**src/rtl/mul_asmd_pkg.sv**
```systemverilog
// Shared state encoding and parameter helpers for the parametrised shift-add multiplier.
// Signed operation is a build option selected with MUL_SIGNED_EN.
package mul_asmd_pkg;

  typedef enum logic [1:0] {
    IDLE = 2'd0,
    CALC = 2'd1,
    DONE = 2'd2
  } state_t;

  // Bit s set means STEP=s is a supported number of multiplier bits per iteration.
  localparam int unsigned LEGAL_STEP_MASK = 32'h0000_0016;

  function automatic bit stepIsLegal(input int step);
    return (step > 0) && (step < 32) && (((LEGAL_STEP_MASK >> step) & 32'd1) != 32'd0);
  endfunction

  function automatic int worstLatency(input int n, input int step);
    return n / step + 1;
  endfunction

endpackage

```
**src/rtl/mul_asmd_param_pp_step.sv**
```systemverilog
// Combinational partial-product stage: adds STEP shifted copies of the multiplicand to the accumulator.
module mul_pp_step #(
  parameter int N    = 16,
  parameter int STEP = 1
) (
  input  logic [2*N-1:0]  acc_i,
  input  logic [STEP-1:0] aBits_i,
  input  logic [2*N-1:0]  b_i,
  output logic [2*N-1:0]  accNext_o
);

  logic [2*N-1:0] sum;

  always_comb begin
    sum = acc_i;
    for (int i = 0; i < STEP; i++) begin
      if (aBits_i[i]) sum = sum + (b_i << i);
    end
    accNext_o = sum;
  end

endmodule

```
**src/rtl/multiplication_asmd_param.sv**
```systemverilog
// Shift-add multiplier retiring STEP multiplier bits per iteration with early termination.
// Define MUL_SIGNED_EN to add the signed_op port and two's-complement operation.
module multiplication_asmd_param
  import mul_asmd_pkg::*;
#(
  parameter int N    = 16,
  parameter int STEP = 1
) (
  input  logic           clk,
  input  logic           rst,
  input  logic           ena,
  input  logic           start,
`ifdef MUL_SIGNED_EN
  input  logic           signed_op,
`endif
  input  logic [N-1:0]   dataA,
  input  logic [N-1:0]   dataB,
  output logic [2*N-1:0] res,
  output logic           rdy,
  output logic           busy
);

  if (!stepIsLegal(STEP) || (N % STEP) != 0 || N < 4 || N > 32) begin : gBadParams
    $error("multiplication_asmd_param: illegal N/STEP combination");
  end

  state_t         state_q;
  logic [N-1:0]   aReg_q;
  logic [2*N-1:0] bReg_q;
  logic [2*N-1:0] acc_q;
  logic [2*N-1:0] res_q;
  logic           rdy_q;
  logic           busy_q;

  logic [N-1:0]   aLoad_d;
  logic [N-1:0]   bMag_d;
  logic [N-1:0]   aShift_d;
  logic [2*N-1:0] accNext_d;
  logic [2*N-1:0] resNext_d;

`ifdef MUL_SIGNED_EN
  logic neg_q;
  logic negLoad_d;

  // Work on magnitudes; -2^(N-1) maps onto 2^(N-1), which still fits unsigned in N bits.
  always_comb begin
    aLoad_d   = (signed_op && dataA[N-1]) ? -dataA : dataA;
    bMag_d    = (signed_op && dataB[N-1]) ? -dataB : dataB;
    negLoad_d = signed_op & (dataA[N-1] ^ dataB[N-1]);
    resNext_d = neg_q ? -acc_q : acc_q;
  end
`else
  always_comb begin
    aLoad_d   = dataA;
    bMag_d    = dataB;
    resNext_d = acc_q;
  end
`endif

  assign aShift_d = aReg_q >> STEP;

  mul_pp_step #(.N(N), .STEP(STEP)) u_pp_step (
    .acc_i     (acc_q),
    .aBits_i   (aReg_q[STEP-1:0]),
    .b_i       (bReg_q),
    .accNext_o (accNext_d)
  );

  always_ff @(posedge clk) begin
    if (!rst) begin
      state_q <= IDLE;
      aReg_q  <= '0;
      bReg_q  <= '0;
      acc_q   <= '0;
      res_q   <= '0;
      rdy_q   <= 1'b0;
      busy_q  <= 1'b0;
`ifdef MUL_SIGNED_EN
      neg_q   <= 1'b0;
`endif
    end else if (ena) begin
      case (state_q)
        IDLE: begin
          rdy_q <= 1'b0;
          if (start) begin
            aReg_q  <= aLoad_d;
            bReg_q  <= {{N{1'b0}}, bMag_d};
            acc_q   <= '0;
            busy_q  <= 1'b1;
            state_q <= CALC;
`ifdef MUL_SIGNED_EN
            neg_q   <= negLoad_d;
`endif
          end
        end
        // Stop as soon as no multiplier bits remain; at least one pass always runs.
        CALC: begin
          acc_q  <= accNext_d;
          aReg_q <= aShift_d;
          bReg_q <= bReg_q << STEP;
          if (aShift_d == '0) state_q <= DONE;
        end
        DONE: begin
          res_q   <= resNext_d;
          rdy_q   <= 1'b1;
          busy_q  <= 1'b0;
          state_q <= IDLE;
        end
        default: state_q <= IDLE;
      endcase
    end
  end

  assign res  = res_q;
  assign rdy  = rdy_q;
  assign busy = busy_q;

endmodule

```
**config.mk**
```make
export PLATFORM = sky130hd
export DESIGN_NAME = multiplication_asmd_param
export DESIGN_NICKNAME = d
export VERILOG_FILES = /design/src/rtl/mul_asmd_pkg.sv /design/src/rtl/mul_asmd_param_pp_step.sv /design/src/rtl/multiplication_asmd_param.sv
export SDC_FILE = /design/constraint.sdc
export NUM_CORES = 1
export LEC_CHECK = 0
export BUFFER_PORTS_ARGS = -buffer_cell sky130_fd_sc_hd__buf_2
export CAP_MARGIN = 10
export CORE_ASPECT_RATIO = 1.1
export CORE_UTILIZATION = 28
export DETAILED_ROUTE_END_ITERATION = 16
export HOLD_SLACK_MARGIN = 0.02
export PLACE_DENSITY = 0.5
export SYNTH_ARGS = -nofsm -noshare
export SYNTH_HDL_FRONTEND = slang
export SYNTH_SLANG_ARGS = --single-unit
```
**constraint.sdc**
```tcl
create_clock -name clk -period 3.6 [get_ports clk]
set_clock_uncertainty 0.2 [all_clocks]
set_input_delay 0.72 -clock clk [delete_from_list [all_inputs] [get_ports clk]]
set_output_delay 0.72 -clock clk [all_outputs]
set_load 0.05 [all_outputs]
```
* Yosys cells after proc, flatten, opt, wreduce, memory -nomap -nowiden *
Index checks and enable logic that the tools add are counted.

storage, ports and cells
  register bits after elaboration = 116
  input bits = 36
  logic and storage cells = 36

cells by class
  equal/unequal tests = 5
  add/sub/neg operators = 1
  mux-type cells = 13
  reductions and logical operators = 10

operators with widths
  kind                count
  $pmux 32 s2         2
  $mux 32             3
  $add 32x32->32      1
  $pmux 16 s2         1
  $logic_not 16->1    1
  $mux 16             1
  $reduce_and 3->1    3
  $ne 2x2->1 const B  3
  $mux 2              2
  $pmux 1 s2          2
  $pmux 2 s2          1
  $reduce_and 2->1    2
  $reduce_and 4->1    1
  $reduce_bool 2->1   2
  $eq 2x1->1 const B  1
  $eq 2x2->1 const B  1
  $logic_not 2->1     1
  $mux 1              1

* Logic depth before layout (Yosys ltp) *
Gate-level depths: netlist of run 1.

  depth after elaboration = 3
  gate-level depth with buffers = 12
  gate-level depth less buffers = 12

* Modules after synthesis *
From an unflattened synthesis of run 1, not the netlist that was laid out.

unflattened totals
  cell total of the unflattened synthesis = 802
  area, all modules = 6,756.5 um^2

by module, submodules not included
  module                     cells an instance  times used  area an instance (um^2)
  multiplication_asmd_param  528                1           4,659.5
  mul_pp_step                274                1           2,097.0

* Worst setup path before layout of run 1 *
No wires, ideal clock.

  path type = register to register
  start = register bReg_q[0]
  end = register acc_q[22]
  required time = 3.283 ns
  slack = 0.925 ns
  stages on the path, launching flop included = 13
  data arrival time = 2.358 ns
  library setup time = 0.117 ns
  period minus slack after synthesis = 2.675 ns
  cells stage by stage = dfxtp_1 > ha_1 > inv_1 > fa_1 > nor2b_4 > o21ai_2 > a21oi_1 > o41ai_2 > o21ai_1 > nor2_1 > or2_2 > xnor2_1 > a22o_1

between the ends
  word-level cells in the longest chain between the ends = 3

ends and longest elaborated chain
  what                    line                              RTL
  start, declared         multiplication_asmd_param.sv:29   logic [2*N-1:0] bReg_q;
  start signal, assigned  multiplication_asmd_param.sv:87   bReg_q <= {{N{1'b0}}, bMag_d};
  start signal, assigned  multiplication_asmd_param.sv:100  bReg_q <= bReg_q << STEP;
  $add 32x32->32          mul_asmd_param_pp_step.sv:17      if (aBits_i[i]) sum = sum + (b_i << i);
  $mux 32                 mul_asmd_param_pp_step.sv:17
  $pmux 32 s2             multiplication_asmd_param.sv:82   case (state_q)
  end signal, assigned    multiplication_asmd_param.sv:98   acc_q <= accNext_d;
  end, declared           multiplication_asmd_param.sv:30   logic [2*N-1:0] acc_q;

No other way between the ends. The select of a mux whose other input is x is not followed.
A chain may end at the register's enable or synchronous reset.

* Worst setup path in the final report of run 1 *
  start = register bReg_q[0]
  end = register acc_q[26]

The elaborated chain is that of the path after synthesis.

==> results of run 1 <==
==> worst min-delay path: stages (launching register included) <==
cell,delay [ns]
dfxtp_1,0.30
nand2_1,0.04
a21boi_0,0.06
==> flip-flops by register name (all words and copies together) (netlist names) <==
signal,flops
busy,1
acc_q,32
aReg_q,16
res,32
rdy,1
state_q,2
bReg_q,32
==> worst max path at each step <==
| stage | startpoint | to | cells after the start |
|---|---|---|---|
| global route | bReg_q[0] | acc_q[24] | 12 |
| CTS | bReg_q[0] | acc_q[26] | 12 |
| finish | bReg_q[0] | acc_q[26] | 12 |
| detailed placement | bReg_q[0] | acc_q[22] | 12 |
| global placement | bReg_q[0] | acc_q[22] | 12 |
| floorplan | bReg_q[0] | acc_q[22] | 12 |
==> cells in the mapped netlist, types with 6 or more instances <==
cell type	number	share of area
a21oi_1	33	0.027
a22oi_1	25	0.030
and2_1	6	0.0061
xnor2_1	11	0.016
nand2_1	132	0.081
nand3_1	11	0.0089
a21boi_0	34	0.041
inv_1	18	0.011
nor3_1	6	0.0049
o21ai_0	32	0.026
ha_1	31	0.063
nor4_1	6	0.0061
nor2_1	17	0.010
nor2b_1	30	0.030
o211a_1	31	0.050
dfxtp_1	116	0.38
a21o_1	10	0.012
xor2_1	10	0.014
clkbuf_1	41	0.025
mux2i_1	29	0.047
==> cells by family after synthesis <==
group,count (synthesis)
simple gates,235
compound gates,217
flops,116
buf+inv,61
fa+ha+maj,32
mux,30
xor+xnor,21
==> area by class of cell <==
class / count / area [µm²] / share of cell area
multi-input combinational: 535 / 3610 / 0.489
inverter: 18 / 67.6 / 0.00916
clock inverter: 9 / 103 / 0.0139
clock buffer: 23 / 478 / 0.0648
timing repair buffer: 78 / 438 / 0.0594
tap: 290 / 363 / 0.0492
sequential: 116 / 2320 / 0.315
==> layer usage <==
metal | GRT usage | routed length (µm) | vias up
li1 | - | - | 2651
met1 | 0.182 | 7400 | 2354
met2 | 0.262 | 7770 | 67
met3 | 0.0347 | 422 | 18
met4 | 0.0491 | 199 | 0
met5 | 0 | 0 | -
==> where the power goes <==
part	internal [W]	switching [W]	leakage [nW]
Sequential	0.00132	0.0000326	0.941
Clock	0.00107	0.000593	0.279
Combinational	0.000116	0.000149	2.16
Total	0.00251	0.000775	3.38
==> metrics by stage <==
step,util,hold WS [ns],setup slack [ns],total power (W),std cells
after floorplan,-,0.251,0.925,0.00157,712
after global placement,0.317,0.254,0.703,0.00165,1037
after detailed placement,0.317,0.256,0.604,0.00165,1037
after CTS,0.344,0.264,0.582,0.00334,1069
after global routing,0.344,0.284,0.311,0.00343,1069
final,0.344,0.258,0.594,0.00328,1069
==> out/metrics.yaml, run 1 <==
r2r-end: "acc_q[26]"
min-delay-start: "res[1]"
ir_drop_mv: 0.276
finalCritPeriodShare: 0.835
synth_area_per_cell_um2: 8.64
grt_max_degree: 80
synth_top_flop_cell: "dfxtp_1"
pin_count: 70
drtIter0Drc: 290
grt-ovfl-total: 0
final_common_cell: "nand2_1"
synthArstFlopShare: 0
final_cell_mix: "nand2_1 (131), dfxtp_1 (116), buf_2 (69)"
synth.area.mux_share: 0.0490
syn-num-nets: 780
dr.pass1.iters: 4
finalWirelength_um: 15800
cp_cell_sequence: "ha_1 -> inv_1 -> fa_1 -> nor2b_4 -> o21ai_2 -> a21oi_1 -> o41ai_2 -> o21ai_1 -> nor2_1 -> or2_2 -> o2111ai_1 -> o211ai_1"
post_cts_resized: 0
finalCriticalPeriod_ns: 3.01
ys_seq_area_frac: 0.377
grt_pass1_vias: 5079
cp.arrival_ns: 3.09
dpl-instance-area_um2: 6800
holdPathEnd: "res[1]"
start_kind: "register"
critPathBufInv: 1
place.gp.congestion: 0.856
ys_ff_latch: 116
hold_path_class: "reg2reg"
cpPeakStageDelay_ns: 0.41
r2r-start: "bReg_q[0]"
max_freq_mhz: 333
crit_fanout: 4
synth_edf_count: 0
synth-warning-count: 0
nFillCells: 2303
die_y_um: 157
n_antenna_cell: 0
clkLatencyLatePin_ns: 0.41
cts_hold_buf: 0
syn_inst: 712
routed-via-count: 5090
min_path_cells: 2
rows: 56
max-cap-violations: 0
nets: 834
clk_path_buf_depth: 2
die-area_um2: 22600
critical_path_class: "reg2reg"
synth_top_family_by_area: "compound AO/OA/AOI/OAI gates"
viasPerCell: 4.76
cts_tree: "done"
synth-xor-area-share: 0.0299
synth-adder-area-share: 0.0663
path_delay_family: "compound AO/OA/AOI/OAI gates"
synth_compound_area_frac: 0.261
cts.sinks: 116
cts_root_buf: "clkbuf_16"
antenna_found_initial: 0
dieWidth_um: 143
post_cts_buffers: 0
slew_headroom: 0.498
drive_gt1_frac: 0.167
htreeDepth: 4
synthSimpleGateAreaFrac: 0.178
hold_viol_final: 0
clk_pin_slew_worst_paths_ns: 0.06
portBuffers: 69
core_region_area_um2: 21400
rsz0062_at_grt: "no"
drv_slew: 0
dp_hpwl_um: 11300
wl_per_cell_um: 14.8
drc: 0
area_growth_pct: 19.9
grt_pass1_wl_um: 26200
numCtsBuffers: 17
initial_core_util: 0.287
critPathSlowestCell: "fa_1"
status: "completed"
r2r_cells: 12
final_area_um2: 7380
leakagePower_nw: 3.38
cp.required_ns: 3.69
groute.usage.overall: 0.151
netlist_area_um2: 6150
crit_path_end_kind: "register"
tightest_slew_ns: 0.753
regToRegSetupSlack_ns: 0.59
power_per_cell_area_nw_per_um2: 445
setup_tns_ns: 0
setup_violations: 0
synth.distinct_cells: 62
drtAntennaViolNets: 0
Power figures use the tool's default switching activity.
==> run 2, diff against run 1 <==
Clock period 3.6 ns to 3 ns, I/O delays scaled along.
==> out/metrics.yaml, run 2 (synthesis gave the netlist of run 1 again) <==
clk_path_buf_depth: 2
dieWidth_um: 143
cts.sinks: 116
drc: 0
finalWirelength_um: 16100
hold_viol_final: 0
core_region_area_um2: 21400
finalCriticalPeriod_ns: 2.85
cp.required_ns: 3.11
viasPerCell: 4.85
area_growth_pct: 20.3
gr-usage-met2: 0.257
final_cell_mix: "nand2_1 (131), dfxtp_1 (116), buf_2 (69)"
drv_slew: 0
drtAntennaViolNets: 0
grt_util_met3: 0.0335
layoutNonFillerInstCount: 1072
crit_start: "bReg_q[6]"
start_kind: "register"
die-area_um2: 22600
finalCritPeriodShare: 0.949
power_switching_w: 0.000948
leakagePower_nw: 3.40
grt_max_degree: 96
top_usage_layer: "met2"
cts_root_buf: "clkbuf_16"
setup_violations: 0
drive_gt1_frac: 0.180
rows: 56
max_freq_mhz: 351
initial_core_util: 0.287
fin_util: 0.345
antenna_found_initial: 0
ir_drop_mv: 0.276
netSwitchingFraction: 0.245
groute.usage.overall: 0.150
setup_tns_ns: 0
max-cap-violations: 0
portBuffers: 69
p_clk_frac: 0.495
die_y_um: 157
final_common_cell: "nand2_1"
seq_power_share: 0.421
dpl-instance-area_um2: 6810
clk_pin_slew_worst_paths_ns: 0.06
combPwrFrac: 0.084
r2r-start: "bReg_q[6]"
grt_pass1_vias: 4950
tightest_slew_ns: 1.10
endpoint: "acc_q[31]"
regToRegSetupSlack_ns: 0.15
hold_path_class: "in2reg"
critical_path_class: "reg2reg"
htreeDepth: 4
place_inst: 1039
intPower_w: 0.00291
cts_hold_buf: 0
cp.arrival_ns: 2.96
crit_fanout: 6
r2r_cells: 10
n_antenna_cell: 0
grt_pass1_wl_um: 26000
routed-via-count: 5200
drtIter0Drc: 296
grtUsageMet1: 0.184
final_area_um2: 7400
crit_path_end_kind: "register"
place.gp.congestion: 0.834
cts_tree: "done"
preCtsSetupSlack_ns: 0.0319
nets: 838
slew_headroom: 0.269
r2r-end: "acc_q[31]"
grt-ovfl-total: 0
numCtsBuffers: 17
dr.pass1.iters: 4
clkLatencyLatePin_ns: 0.42
status: "completed"
dp_hpwl_um: 11200
wl_per_cell_um: 15.0
pin_count: 70
setup_ws_ns: 0.152
power_per_cell_area_nw_per_um2: 521
## run 2: per-layer routing
metal,up-vias,part of all wire,wire (µm)
li1,2664,-,-
met5,-,0,0
met1,2451,0.47,7570
met4,0,0.0095,153
met3,12,0.029,460
met2,73,0.49,7860
## run 2: worst min-delay path by stage
stage                       endpoint       from  cells after the start  slack (ns)
after floorplan            acc_q[12]  acc_q[12]                      2        0.25
after global placement       res[31]    res[31]                      2        0.25
after detailed placement      res[8]     res[8]                      2        0.26
after CTS                  bReg_q[0]   dataB[0]                      3        0.25
after global routing      bReg_q[14]        rst                      2        0.28
final                      bReg_q[0]   dataB[0]                      3        0.26
## run 2: cell type report
cell class,count,area [µm²]
repair buffers,82,468
well taps,290,363
inverters,18,67.6
clock buffers,20,467
flip-flops and latches,116,2320
multi-input cells,535,3630
fillers,2270,14000
clock inverters,11,85.1
## run 2: repair_timing
item                       in CTS  in global routing
setup buffers                   0                  2
gates resized for setup         0                  7
setup endpoints to repair       0                  8
hold endpoints to repair        0                  0
## run 2: per-stage QoR
stage	total power, W	hold slack, ns
CTS	0.00391	0.248
finish	0.00386	0.260
detailed placement	0.00198	0.258
floorplan	0.00188	0.251
global route	0.00403	0.279
global placement	0.00198	0.251
## run 2: power groups by stage
stage / Clock [W] / Sequential (W) / Combinational, W
after floorplan: 0 / 0.00165 / 0.000235
after global placement: 0 / 0.00166 / 0.000325
after detailed placement: 0 / 0.00166 / 0.000324
after CTS: 0.00196 / 0.00163 / 0.000326
after global routing: 0.00204 / 0.00163 / 0.000360
final: 0.00191 / 0.00163 / 0.000323
## run 2: critical path, stage by stage, from the launching register on
cell,delay [ns]
dfxtp_1,0.33
ha_1,0.38
a21oi_1,0.17
o21ai_0,0.14
a32oi_2,0.26
a41oi_2,0.19
a211o_1,0.39
a311oi_2,0.23
xnor2_1,0.18
o21bai_1,0.09
a22o_1,0.18
==> run 3, diff against run 2 <==
Settings changed: MAX_ROUTING_LAYER set to met4.
==> out/metrics.yaml, run 3 (synthesis gave the netlist of run 1 again) <==
power_w: 0.00386
cp.arrival_ns: 2.97
start_kind: "register"
status: "completed"
leakagePower_nw: 3.40
endpoint: "acc_q[31]"
nets: 838
n_antenna_cell: 0
finalCritPeriodShare: 0.954
grtUsageMet1: 0.184
final_common_cell: "nand2_1"
area_growth_pct: 20.3
hold_viol_final: 0
top_usage_layer: "met2"
power_per_cell_area_nw_per_um2: 521
critical_path_class: "reg2reg"
setup_violations: 0
dieWidth_um: 143
crit_fanout: 6
initial_core_util: 0.287
nFillCells: 2270
htreeDepth: 4
finalCriticalPeriod_ns: 2.86
portBuffers: 69
ir_drop_mv: 0.277
place.gp.congestion: 0.847
cts_tree: "done"
crit_path_end_kind: "register"
regToRegSetupSlack_ns: 0.14
slew_headroom: 0.268
gr-usage-met2: 0.256
routed-via-count: 5195
core_region_area_um2: 21400
whs_ns: 0.260
die-area_um2: 22600
grt_max_degree: 96
numCtsBuffers: 17
cts_root_buf: "clkbuf_16"
drive_gt1_frac: 0.180
dpl-instance-area_um2: 6810
drtIter0Drc: 316
final_area_um2: 7400
pin_count: 70
dr.pass1.iters: 4
clk_pin_slew_worst_paths_ns: 0.06
crit_start: "bReg_q[6]"
r2r_cells: 10
viasPerCell: 4.85
groute.usage.overall: 0.154
setup_tns_ns: 0
hold_path_class: "reg2reg"
r2r-end: "acc_q[31]"
clk_path_buf_depth: 2
dp_hpwl_um: 11200
drtAntennaViolNets: 0
grt-ovfl-total: 0
cts.sinks: 116
cp.required_ns: 3.11
wl_per_cell_um: 15.0
drv_slew: 0
fin_util: 0.345
clkLatencyLatePin_ns: 0.42
tightest_slew_ns: 1.10
antenna_found_initial: 0
max-cap-violations: 0
grt_pass1_wl_um: 26000
min_path_cells: 2
rows: 56
final_cell_mix: "nand2_1 (131), dfxtp_1 (116), buf_2 (69)"
finalWirelength_um: 16000
r2r-start: "bReg_q[6]"
max_freq_mhz: 349
drc: 0
grt_util_met3: 0.0335
grt_pass1_vias: 4955
die_y_um: 157
## run 3: cell counts in the layout (fill, tap and decap cells not counted)
Identical to the previous run, type by type.
## run 3: layout make-up
class / count / area, µm² / share of cell area
clock buffers: 20 / 467 / 0.0630
clock inverters: 11 / 85.1 / 0.0115
inverters: 18 / 67.6 / 0.00912
multi-input cells: 535 / 3630 / 0.491
flip-flops and latches: 116 / 2320 / 0.314
well taps: 290 / 363 / 0.0490
repair buffers: 82 / 468 / 0.0632
## run 3: worst min path at each step
stage | from | end | slack, ns
3_5_place_dp | res[8] | res[8] | 0.26
5_1_grt | rst | bReg_q[14] | 0.28
4_1_cts | dataB[0] | bReg_q[0] | 0.25
3_3_place_gp | res[31] | res[31] | 0.25
2_1_floorplan | acc_q[12] | acc_q[12] | 0.25
6_report | res[23] | res[23] | 0.26
## run 3: report_power, final
group	switching, W	internal (W)
clock network	0.000726	0.00118
logic	0.000182	0.000141
registers	0.0000393	0.00159
## run 3: worst max-delay path: stages (launching register included)
cell	delay, ns
dfxtp_1	0.33
ha_1	0.38
a21oi_1	0.17
o21ai_0	0.14
a32oi_2	0.26
a41oi_2	0.19
a211o_1	0.40
a311oi_2	0.24
xnor2_1	0.18
o21bai_1	0.09
a22o_1	0.18
## run 3: what timing repair did
action | in CTS | in global routing
buffers inserted | 0 | 2
endpoints found under the setup margin | 0 | 8
hold buffers | 0 | 0
gates resized for setup | 0 | 7
## run 3: per-layer routing
layer | part of all wire | up-vias | routed length [µm]
met3 | 0.027 | 12 | 432
met1 | 0.47 | 2455 | 7600
met2 | 0.49 | 68 | 7860
met4 | 0.0092 | 0 | 147
met5 | 0 | - | 0
li1 | - | 2660 | -
## run 3: per-stage QoR
| step | instances | setup WS [ns] |
|---|---|---|
| 4_1_cts | 1070 | 0.0190 |
| 3_5_place_dp | 1039 | 0.0319 |
| 5_1_grt | 1072 | -0.0000704 |
| 3_3_place_gp | 1039 | 0.108 |
| 2_1_floorplan | 712 | 0.325 |
| 6_report | 1072 | 0.138 |
